<file path="src/rtl/usb_txn_arbiter.sv">
// Round-robin arbiter sharing one USB transaction engine between two requesters,
// with NAK backoff/retry, bounded error retry and one final result per request.
module usb_txn_arbiter #(
  parameter int NAK_LIMIT   = 8,
  parameter int ERR_RETRIES = 3,
  parameter int NAK_BACKOFF = 64
) (
  input  logic        clk,
  input  logic        rst,
  input  logic [1:0]  req_valid,
  input  logic [3:0]  req_type,
  input  logic [13:0] req_addr,
  input  logic [7:0]  req_endp,
  input  logic [1:0]  req_data_pid,
  input  logic [15:0] req_len,
  output logic [1:0]  req_ready,
  output logic [1:0]  req_done,
  output logic [5:0]  req_result,
  output logic        eng_start,
  output logic [1:0]  eng_type,
  output logic [6:0]  eng_addr,
  output logic [3:0]  eng_endp,
  output logic        eng_data_pid,
  output logic [7:0]  eng_len,
  input  logic        eng_ready,
  input  logic        eng_done,
  input  logic [2:0]  eng_result,
  output logic        grant_id,
  output logic        busy
);

  localparam int NW = (NAK_LIMIT > 0) ? $clog2(NAK_LIMIT + 1) : 1;
  localparam int EW = (ERR_RETRIES > 0) ? $clog2(ERR_RETRIES + 1) : 1;
  localparam int BW = $clog2(NAK_BACKOFF + 1);
  localparam logic [NW-1:0] NAK_LIM = NW'(NAK_LIMIT);
  localparam logic [EW-1:0] ERR_LIM = EW'(ERR_RETRIES);
  localparam logic [BW-1:0] BO_LOAD = BW'(NAK_BACKOFF);
  localparam logic [BW-1:0] BO_LAST = BW'(1);

  typedef enum logic [1:0] {S_IDLE, S_ISSUE, S_WAIT, S_BACKOFF} state_t;

  state_t          r_state, w_state_nxt;
  logic            r_last_grant, r_grant_id;
  logic [NW-1:0]   r_nak_cnt;
  logic [EW-1:0]   r_err_cnt;
  logic [BW-1:0]   r_backoff;
  logic [1:0]      r_req_ready, r_req_done;
  logic [5:0]      r_req_result;
  logic            r_eng_start;
  logic [1:0]      r_type;
  logic [6:0]      r_addr;
  logic [3:0]      r_endp;
  logic            r_pid;
  logic [7:0]      r_len;

  logic            w_grant, w_issue, w_final, w_nak_retry, w_err_retry;
  logic            w_gnt_id;

  // Tie goes to whoever did not win last; otherwise the lone valid requester.
  assign w_gnt_id = (&req_valid) ? ~r_last_grant : req_valid[1];

  always_ff @(posedge clk or posedge rst) begin
    if (rst) r_state <= S_IDLE;
    // NOTE: state and all registered datapath use non-blocking assignments so every
    // flop samples pre-edge values, independent of process evaluation order.
    else     r_state <= w_state_nxt;
  end

  always_comb begin
    // NOTE: every signal gets a default before the case so no path leaves one
    // unassigned, which would otherwise infer a latch.
    w_state_nxt = r_state;
    w_grant     = 1'b0;
    w_issue     = 1'b0;
    w_final     = 1'b0;
    w_nak_retry = 1'b0;
    w_err_retry = 1'b0;
    case (r_state)
      S_IDLE: if (eng_ready && |req_valid) begin
        w_grant     = 1'b1;
        w_state_nxt = S_ISSUE;
      end
      S_ISSUE: if (eng_ready) begin
        w_issue     = 1'b1;
        w_state_nxt = S_WAIT;
      end
      S_WAIT: if (eng_done) begin
        case (eng_result)
          3'd2: if (r_nak_cnt < NAK_LIM) begin
            w_nak_retry = 1'b1;
            w_state_nxt = S_BACKOFF;
          end else begin
            w_final     = 1'b1;
            w_state_nxt = S_IDLE;
          end
          3'd4, 3'd5: if (r_err_cnt < ERR_LIM) begin
            w_err_retry = 1'b1;
            w_state_nxt = S_ISSUE;
          end else begin
            w_final     = 1'b1;
            w_state_nxt = S_IDLE;
          end
          default: begin
            w_final     = 1'b1;
            w_state_nxt = S_IDLE;
          end
        endcase
      end
      S_BACKOFF: if (r_backoff == BO_LAST) w_state_nxt = S_ISSUE;
      default: w_state_nxt = S_IDLE;
    endcase
  end

  always_ff @(posedge clk or posedge rst) begin
    if (rst) begin
      r_last_grant <= 1'b1;
      r_grant_id   <= 1'b0;
      r_nak_cnt    <= '0;
      r_err_cnt    <= '0;
      r_backoff    <= '0;
      r_req_ready  <= '0;
      r_req_done   <= '0;
      r_req_result <= '0;
      r_eng_start  <= 1'b0;
      r_type       <= '0;
      r_addr       <= '0;
      r_endp       <= '0;
      r_pid        <= 1'b0;
      r_len        <= '0;
    end else begin
      r_req_ready <= '0;
      r_req_done  <= '0;
      r_eng_start <= w_issue;
      if (w_grant) begin
        r_grant_id            <= w_gnt_id;
        r_req_ready[w_gnt_id] <= 1'b1;
        r_type    <= w_gnt_id ? req_type[3:2]   : req_type[1:0];
        r_addr    <= w_gnt_id ? req_addr[13:7]  : req_addr[6:0];
        r_endp    <= w_gnt_id ? req_endp[7:4]   : req_endp[3:0];
        r_pid     <= req_data_pid[w_gnt_id];
        r_len     <= w_gnt_id ? req_len[15:8]   : req_len[7:0];
        r_nak_cnt <= '0;
        r_err_cnt <= '0;
      end
      if (w_nak_retry) begin
        r_nak_cnt <= r_nak_cnt + 1'b1;
        r_backoff <= BO_LOAD;
      end
      if (r_state == S_BACKOFF) r_backoff <= r_backoff - 1'b1;
      if (w_err_retry) r_err_cnt <= r_err_cnt + 1'b1;
      if (w_final) begin
        if (r_grant_id) r_req_result[5:3] <= eng_result;
        else            r_req_result[2:0] <= eng_result;
        r_req_done[r_grant_id] <= 1'b1;
        r_last_grant           <= r_grant_id;
      end
    end
  end

  assign req_ready    = r_req_ready;
  assign req_done     = r_req_done;
  assign req_result   = r_req_result;
  assign eng_start    = r_eng_start;
  assign eng_type     = r_type;
  assign eng_addr     = r_addr;
  assign eng_endp     = r_endp;
  assign eng_data_pid = r_pid;
  assign eng_len      = r_len;
  assign grant_id     = r_grant_id;
  assign busy         = (r_state != S_IDLE);

endmodule

</file>
<file path="config.mk">
export PLATFORM = sky130hd
export DESIGN_NAME = usb_txn_arbiter
export DESIGN_NICKNAME = d
export VERILOG_FILES = /design/src/rtl/usb_txn_arbiter.sv
export SDC_FILE = /design/constraint.sdc
export NUM_CORES = 1
export LEC_CHECK = 0
export ABC_AREA = 1
export ABC_CLOCK_PERIOD_IN_PS = 1800
export CAP_MARGIN = 20
export CELL_PAD_IN_SITES_DETAIL_PLACEMENT = 0
export CELL_PAD_IN_SITES_GLOBAL_PLACEMENT = 1
export CORE_MARGIN = 4
export CORE_UTILIZATION = 32
export DETAILED_ROUTE_END_ITERATION = 8
export GPL_TIMING_DRIVEN = 0
export PLACE_DENSITY_LB_ADDON = 0.2
export SYNTH_ARGS = -nofsm -noshare
export SYNTH_HDL_FRONTEND = slang
export SYNTH_SLANG_ARGS = --single-unit
</file>
<file path="constraint.sdc">
create_clock -name clk -period 1.8 [get_ports clk]
set_input_delay 0.27 -clock clk [delete_from_list [all_inputs] [get_ports clk]]
set_output_delay 0.27 -clock clk [all_outputs]
set_load 0.05 [all_outputs]
</file>
==> results.tsv <==
stage	metric	value	unit
floorplanning	core	0.00777	mm²
setup_path	critPathBufInv	1	
detailed_routing	drcViolationCount	0	
setup_path	path_cells	clkdlybuf4s50_1	
cells_and_area	drive_above_1_share	0.107	
sta	fmax	0.574	GHz
floorplanning	die_h	97.7	µm
setup_path	crit_cells	1	
outcome	status	completed	
global_route	antenna_found_initial	0	
cts	ctsHoldBuffers	0	
sta	rsz0062_at_grt	false	
logic_synthesis	syn_inst	332	
logic_synthesis	synth_cell_types	30	
sta	skew	0.00433	ns
floorplanning	initial_core_util	0.331	
cts	cts_setup_buffers	0	
setup_path	r2r_cells	9	
logic_synthesis	synth_edf_count	0	
placed_design	placed_area	0.00359	mm²
sta	setup_violations	0	
logic_synthesis	syn-cell-area	0.00257	mm²
floorplanning	dieArea	0.00954	mm²
logic_synthesis	yosysMostFrequentCell	nand2_1	
setup_path	r2r_start	r_state[0]	
power_and_ir_drop	p_leak	1.94	nW
cts	ctsLongestPathBuffers	2	
cts	cts_sinks	50	
logic_synthesis	synth_fp_nets	393	
sta	fin_crit	1.74	ns
floorplanning	die_w	97.7	µm
cells_and_area	stdcell_area	0.00371	mm²
cts	cts-resized-gates	4	
cells_and_area	syn2layout_area_growth	44.1	%
setup_path	end_kind	output port	
logic_synthesis	synth_common_cells	nand2_1, dfrtp_1, inv_1, nor2_1, nand3_1	
setup_path	crit_family	buffers and inverters	
global_route	first_global_vias	2275	
placed_design	gp_congestion	0.791	
global_route	track_usage	0.140	
setup_path	crit_arrival	1.47	ns
floorplanning	ios	88	
cts	clkLatencyLatePin	0.29	ns
power_and_ir_drop	worst_ir_drop_vdd	631	µV
detailed_routing	viasPerCell	4.32	
setup_path	cpMaxStageDelayCell	clkdlybuf4s50_1	
setup_path	worst-setup-path-type	flop to output port	
detailed_routing	drtIter0Drc	55	
sta	slew_headroom	0.643	
setup_path	r2r_slack	0.28	ns
detailed_routing	firstDrtPassIters	4	
logic_synthesis	ys_seq_area_frac	0.487	
cells_and_area	fin_util	0.478	
placed_design	port_buffers	87	
floorplanning	num_rows	32	
detailed_routing	num_vias	2290	
detailed_routing	wl	6380	µm
global_route	grt_pass1_wl	11000	µm
sta	finalHoldViolCount	0	
power_and_ir_drop	power	5.65	mW
sta	tns	0	ns
sta	period_share	0.968	
job	max_cap_violations	0	
setup_path	crit_start	eng_len[4]	
logic_synthesis	yosys_most_used_dff	dfrtp_1	
logic_synthesis	yosys_warnings	0	
logic_synthesis	avgSynthCellArea	7.75	µm²
logic_synthesis	ys_seq_elements	50	
logic_synthesis	synth_top_cell_by_area	dfrtp_1	
logic_synthesis	ys_async_sr_fraction	1.00	
global_route	grt_max_degree	35	
logic_synthesis	synthTopCellsByArea	dfrtp_1, nand2_1, ha_1	
placed_design	hpwlAfterDp	4880	µm
power_and_ir_drop	power_density	1520	mW/mm²
detailed_routing	ant_nets	0	
setup_path	cp_slowest_stage_delay	0.82	ns
cells_and_area	finalNetCount	488	
logic_synthesis	yosysTopAreaCellShare	0.476	
cells_and_area	nFillCells	786	
setup_path	crit_fanout	2	
cts	cts_tree	built	
setup_path	required	1.53	ns
detailed_routing	avgRoutedWirePerCell	12.0	µm
sta	max_slew.worst_pin.slew	0.535	ns
cells_and_area	diodes	0	
cts	cts-htree-levels	2	
setup_path	critPathLaunchType	flop	
cts	numCtsBuffers	5	
hold_path	hp-class	input port to asynchronous set/reset pin	
global_route	gr-total-overflow	0	
cts	root_buffer	clkbuf_8	
sta	finalMaxSlewViolations	0	
cts	clkTransAtPathRegs	0.09	ns
registers in the layout, indices dropped and copies added, names as in the netlist:
| register | count |
|---|---|
| r_nak_cnt | 4 |
| eng_start | 1 |
| req_result | 6 |
| eng_data_pid | 1 |
| eng_type | 2 |
| eng_addr | 7 |
| eng_len | 8 |
| eng_endp | 4 |
| req_done | 2 |
| r_backoff | 7 |
| req_ready | 2 |
| r_err_cnt | 2 |
| grant_id | 1 |
| r_state | 2 |
| r_last_grant | 1 |
layout by cell type (no fill, tap or decap), drive strengths merged:
master,Yosys,layout
clkbuf,0,7
a21boi,1,1
o21bai,2,2
dfrtp,49,49
nand2,183,183
xor2,1,1
nand3,14,14
a21oi,3,3
bufinv,0,1
dlygate4sd2,0,1
nor3,2,2
and3,2,2
dfstp,1,1
xnor2,1,1
nand4,2,2
ha,8,8
dlymetal6s2s,0,3
inv,26,26
buf,9,11
nor2,19,19
o21ai,9,9
clkdlybuf4s50,0,82
path summary, 6_finish.rpt:
kind / endpoint
worst max-delay path: eng_len[4]
worst min-delay path: eng_len[5]
worst max register to register: req_result[5]
worst min register to register: r_last_grant
max in group asynchronous: r_last_grant
min in group clk: r_last_grant
per-stage QoR:
step | cells | hold slack (ns) | setup WS, ns
detailed placement | 522 | 0.460 | -0.0734
CTS | 530 | 0.280 | 0.00333
global route | 530 | 0.291 | 0.000138
finish | 530 | 0.272 | 0.0580
floorplan | 332 | 0.370 | 0.281
global placement | 521 | 0.456 | -0.737
cell type report:
class	count	area [µm²]	area share
clock buffer	7	86.3	0.0233
buffer	9	47.5	0.0128
timing repair buffer	88	892	0.240
clock inverter	1	30.0	0.00809
sequential	50	1250	0.338
multi-input combinational	247	1170	0.316
inverter	26	100	0.0270
tap	102	128	0.0344
cells by family (layout without fill, tap and decap cells):
kind of cell	count (synthesis)	after routing	synth area share
flops	50	50	0.487
simple gates	222	222	0.371
fa+ha+maj	8	8	0.0389
compound gates	15	15	0.0394
xor+xnor	2	2	0.00681
buf+inv	35	131	0.0574
routing by layer:
layer,up-vias,track usage,part of all wire
met5,-,0,0
met4,0,0.0351,0.0077
met3,4,0.0352,0.051
met2,56,0.223,0.45
met1,1030,0.190,0.49
li1,1200,-,-
report_power, final:
part           internal (mW)  switching (mW)  leakage [nW]
sequential              1.54           0.259         0.634
combinational           1.02            2.01          1.24
clock                  0.454           0.360        0.0585
Note: power is estimated with default switching activity, not from simulation.
